[src/rtl/pico_step_ctrl.sv]
`default_nettype none
// ============================================================================
//  Module      : pico_step_ctrl
//  Description : Execution sequencer for the picoMIPS core. Synchronises and
//                debounces the "data ready" switch (sw8), captures the operand
//                switches (sws) on each completed press/release, and gates the
//                PC increment and register-file write so that instructions
//                needing switch input stall until the operator has toggled sw8.
//  Revision    : 1.0 - initial release
// ----------------------------------------------------------------------------
//  Ports
//    clk        in   1   system clock, rising edge
//    reset      in   1   synchronous, active-low reset
//    sw8        in   1   raw asynchronous "data ready" switch (bouncing)
//    sws        in   n   raw operand switches
//    dec_write  in   1   decoder register-write request
//    dec_wait   in   1   current instruction takes its operand from switches
//    dec_halt   in   1   current instruction is HALT
//    pc_incr    out  1   increment enable to the program counter
//    reg_write  out  1   gated register-file write enable
//    sws_q      out  n   captured switch operand
//    state      out  2   IDLE=00, RUN=01, WAIT_SW=10, HALT=11
//    instr_cnt  out  16  retired-instruction count (wraps)
// ============================================================================
module pico_step_ctrl #(
  parameter int n          = 8,
  parameter int DEB_CYCLES = 16
) (
  input  logic         clk,
  input  logic         reset,
  input  logic         sw8,
  input  logic [n-1:0] sws,
  input  logic         dec_write,
  input  logic         dec_wait,
  input  logic         dec_halt,
  output logic         pc_incr,
  output logic         reg_write,
  output logic [n-1:0] sws_q,
  output logic [1:0]   state,
  output logic [15:0]  instr_cnt
);

  typedef enum logic [1:0] {
    ST_IDLE    = 2'b00,
    ST_RUN     = 2'b01,
    ST_WAIT_SW = 2'b10,
    ST_HALT    = 2'b11
  } state_t;

  // Terminal count of the debounce counter: DEB_CYCLES consecutive
  // mismatching samples are needed before the debounced level follows.
  localparam logic [15:0] DEB_LAST = 16'(DEB_CYCLES - 1);

  state_t        state_q,     state_d;
  logic          sync1_q,     sync1_d;
  logic          sync2_q,     sync2_d;
  logic          sw_db_q,     sw_db_d;
  logic [15:0]   cnt_q,       cnt_d;
  logic          sw_evt_q,    sw_evt_d;
  logic [n-1:0]  sws_d;
  logic [15:0]   instr_cnt_q, instr_cnt_d;

  // --------------------------------------------------------------------------
  // Synchroniser, debouncer and release-event capture
  // --------------------------------------------------------------------------
  always_comb begin
    sync1_d  = sw8;
    sync2_d  = sync1_q;
    sw_db_d  = sw_db_q;
    cnt_d    = '0;
    sw_evt_d = 1'b0;
    sws_d    = sws_q;

    // Any sample matching the debounced level restarts the count (cnt_d
    // defaults to zero), so a bounce anywhere in the window restarts latency.
    if (sync2_q != sw_db_q) begin
      if (cnt_q == DEB_LAST) begin
        sw_db_d = sync2_q;
        // Only the debounced 1->0 transition (switch release) is an event;
        // the operand is latched on that very edge.
        if (sw_db_q) begin
          sw_evt_d = 1'b1;
          sws_d    = sws;
        end
      end else begin
        cnt_d = cnt_q + 16'd1;
      end
    end
  end

  // --------------------------------------------------------------------------
  // Sequencer FSM: next state and combinational gating outputs
  // --------------------------------------------------------------------------
  always_comb begin
    state_d   = state_q;
    pc_incr   = 1'b0;
    reg_write = 1'b0;

    unique case (state_q)
      ST_IDLE: begin
        if (sw_evt_q) state_d = ST_RUN;
      end
      ST_RUN: begin
        // HALT takes priority over a switch-operand stall.
        if (dec_halt) begin
          state_d = ST_HALT;
        end else if (dec_wait) begin
          state_d = ST_WAIT_SW;
        end else begin
          pc_incr   = 1'b1;
          reg_write = dec_write;
        end
      end
      ST_WAIT_SW: begin
        // The stalled instruction retires in the event cycle itself, using
        // the operand that was captured on the same edge.
        if (sw_evt_q) begin
          pc_incr   = 1'b1;
          reg_write = dec_write;
          state_d   = ST_RUN;
        end
      end
      ST_HALT: begin
        state_d = ST_HALT;
      end
      default: begin
        state_d = ST_IDLE;
      end
    endcase

    instr_cnt_d = pc_incr ? (instr_cnt_q + 16'd1) : instr_cnt_q;
  end

  // --------------------------------------------------------------------------
  // State registers
  // --------------------------------------------------------------------------
  always_ff @(posedge clk) begin
    if (!reset) begin
      state_q     <= ST_IDLE;
      sync1_q     <= 1'b0;
      sync2_q     <= 1'b0;
      sw_db_q     <= 1'b0;
      cnt_q       <= '0;
      sw_evt_q    <= 1'b0;
      sws_q       <= '0;
      instr_cnt_q <= '0;
    end else begin
      state_q     <= state_d;
      sync1_q     <= sync1_d;
      sync2_q     <= sync2_d;
      sw_db_q     <= sw_db_d;
      cnt_q       <= cnt_d;
      sw_evt_q    <= sw_evt_d;
      sws_q       <= sws_d;
      instr_cnt_q <= instr_cnt_d;
    end
  end

  assign state     = state_q;
  assign instr_cnt = instr_cnt_q;

endmodule
`default_nettype wire

[config.mk]
export PLATFORM = sky130hd
export DESIGN_NAME = pico_step_ctrl
export DESIGN_NICKNAME = d
export VERILOG_FILES = /design/src/rtl/pico_step_ctrl.sv
export SDC_FILE = /design/constraint.sdc
export NUM_CORES = 1
export LEC_CHECK = 0
export ABC_AREA = 1
export BUFFER_PORTS_ARGS = -buffer_cell sky130_fd_sc_hd__buf_2
export CAP_MARGIN = 30
export CORE_ASPECT_RATIO = 0.5
export CORE_MARGIN = 10
export CORE_UTILIZATION = 50
export CTS_CLUSTER_DIAMETER = 40
export DETAILED_ROUTE_END_ITERATION = 8
export HOLD_SLACK_MARGIN = 0.15
export PLACE_DENSITY = 0.79
export SLEW_MARGIN = 30
export SYNTH_ARGS = -nofsm -noshare
export SYNTH_HDL_FRONTEND = slang
export SYNTH_SLANG_ARGS = --single-unit
[constraint.sdc]
create_clock -name clk -period 1.4 [get_ports clk]
set_input_delay 0.35 -clock clk [delete_from_list [all_inputs] [get_ports clk]]
set_output_delay 0.35 -clock clk [all_outputs]
set_load 0.02 [all_outputs]
==> results_dict.tcl <==
set metrics [dict create \
    slew_headroom_pct 76.6 \
    layout_common_cells "nand2_1 (72), nor2_1 (45), dfxtp_1 (42)" \
    wirelength_um 5740 \
    placed_area_mm2 0.00272 \
    rows 17 \
    post-route-min-period_ns 1.69 \
    vias 2324 \
    place_ws_ns -0.121 \
    ys_ff_latch 46 \
    grt_pass1_wl_um 9360 \
    synth_warnings 0 \
    worstPathRequired_ns 1.05 \
    hold_class "in -> reg" \
    violations "negative setup slack" \
    io_pins 42 \
    status "finished with violations" \
    dr.pass1.iters 5 \
    worst_pin_slew_ns 0.349 \
    ant_nets 0 \
    dp.cells 433 \
    ctsHtreeMaxLevel 2 \
    rsz0062_at_grt "true" \
    clkTransAtPathRegs_ns 0.09 \
    die_w_um 116 \
    path_class "reg -> out" \
    synth_cell_types 29 \
    first_iter_violations 102 \
    powerDensity_mw_per_mm2 731 \
    area_delta_synth_final_pct 29.8 \
    syn-num-nets 346 \
    vias_per_cell 5.20 \
    grt_max_degree 16 \
    start_util_pct 52.1 \
    die_y_um 68.0 \
    final_net_count 410 \
    power_mw 2.19 \
    clk_path_buf_depth 2 \
    fmax_mhz 591 \
    setup_violations 17 \
    vdd_drop_max_mv 0.499 \
    netlist_area_mm2 0.00231 \
    cts_buffers 5 \
    grt_pass1_vias 2115 \
    p_leak_nw 1.32 \
    routedWlPerCell_um 12.8 \
    final-instance-count-excl-fill 447 \
    clock_sinks 46 \
    tns_ns -2.28 \
    arrival_ns 1.34 \
    worstPathMaxFanout 4 \
    cts.root.buffer_cell "clkbuf_8" \
    fin_skew_ns 0.00617 \
    finalHoldViolations 0 \
    end_kind "primary output" \
    final_common_cell "nand2_1" \
    grt_usage_pct 14.6 \
    slew_violations 0 \
    coreArea_mm2 0.00442 \
    syn_avg_cell_area_um2 7.10 \
    portBuffers 41 \
    drive_above_1_share_pct 28.5 \
    place_congestion 0.845 \
    syn_inst 325 \
    worst_slack_ns -0.293 \
    cts_tree "yes" \
    antenna_cells 0 \
    max_cap_viol_count 0 \
    antenna_found_initial 0 \
    num-fill-cells 346 \
    final.period_utilization_pct 121 \
    overflow 0 \
    worstSkewPairLatency_ns 0.30 \
    stdcell_area_mm2 0.00299 \
    drc 0 \
    die_area_mm2 0.00789 \
    crit_path_start_kind "register" \
    dp_hpwl_um 4260 \
    ys_seq_area_share_pct 39.9 \
]
final cells by class:
cell class                      instances  area [um2]  area share [%]
Clock inverter                          2        13.8           0.460
Sequential cell                        46         931            31.1
Inverter                               41         159            5.31
Timing Repair Buffer                   63         432            14.4
Multi-Input combinational cell        232        1310            43.9
Clock buffer                            6        72.6            2.42
Tap cell                               57        71.3            2.38
registers in the layout, indices dropped and copies added (netlist names):
register,flops
sync2_q,1
sws_q,8
state,2
instr_cnt,16
sync1_q,1
cnt_q,16
sw_evt_q,1
sw_db_q,1
cells by family (layout without fill, tap and decap cells):
kind of cell / count (synthesis) / after routing / share of synthesized area (%)
XOR/XNOR: 6 / 6 / 2.28
buffers and inverters: 47 / 112 / 8.52
flip-flops: 46 / 46 / 39.9
AND/OR/NAND/NOR: 182 / 182 / 36.6
AO/OA/AOI/OAI: 37 / 37 / 8.84
adder cells (fa/ha/maj): 7 / 7 / 3.80
where the power goes:
group,switching (mW),internal [mW]
clock network,0.458,0.353
logic,0.0369,0.0298
registers,0.00187,1.31
final timing paths:
check                           startpoint  cells past startpoint  slack (ns)      endpoint
worst min-delay path                   sw8                      3        0.24       sync1_q
worst max-delay path              state[1]                      4       -0.29       pc_incr
worst min register to register     sync1_q                      2        0.43       sync2_q
worst max register to register    state[1]                     11       -0.17  instr_cnt[9]
worst max-delay path, stage by stage (launching register included):
cell and delay [ns]:
dfxtp_4 0.39, inv_4 0.05, ha_4 0.27, a21boi_4 0.20
buf_6 0.14
routing by layer:
metal	up-vias	track usage [%]	wire length, um
met2	71	26.0	2860
met5	-	0	0
li1	1175	-	-
met3	17	3.49	270
met1	1061	16.4	2450
met4	0	7.43	151
synth_stat cells, drive strengths merged:
| cell | n | share of area [%] |
|---|---|---|
| buf | 4 | 1.5 |
| nor3 | 11 | 2.6 |
| o21ai | 8 | 1.7 |
| o21bai | 1 | 0.33 |
| xnor2 | 4 | 1.5 |
| or2 | 1 | 0.27 |
| nand4 | 15 | 4.1 |
| a21oi | 25 | 5.4 |
| ha | 7 | 3.8 |
| nor3b | 1 | 0.54 |
| dfxtp | 46 | 40 |
| nand3 | 20 | 5.0 |
| clkbuf | 2 | 0.33 |
| nor2 | 55 | 11 |
| a21boi | 1 | 0.81 |
| inv | 41 | 6.7 |
| nand3b | 1 | 0.33 |
| a31oi | 2 | 0.54 |
| xor2 | 2 | 0.76 |
| nand2 | 78 | 13 |
what timing repair did:
action / CTS / global route
buffers inserted: 3 / 4
hold buffers: 0 / 0
pin swaps: 4 / 6
setup endpoints to repair: 15 / 31
gates resized for setup: 14 / 19
metrics by stage:
step	hold WS (ns)	util, %
2_1_floorplan	0.390	-
3_3_place_gp	0.402	61.5
3_5_place_dp	0.405	61.5
4_1_cts	0.237	65.0
5_1_grt	0.237	67.6
6_report	0.235	67.6
Power figures use the tool's default switching activity.
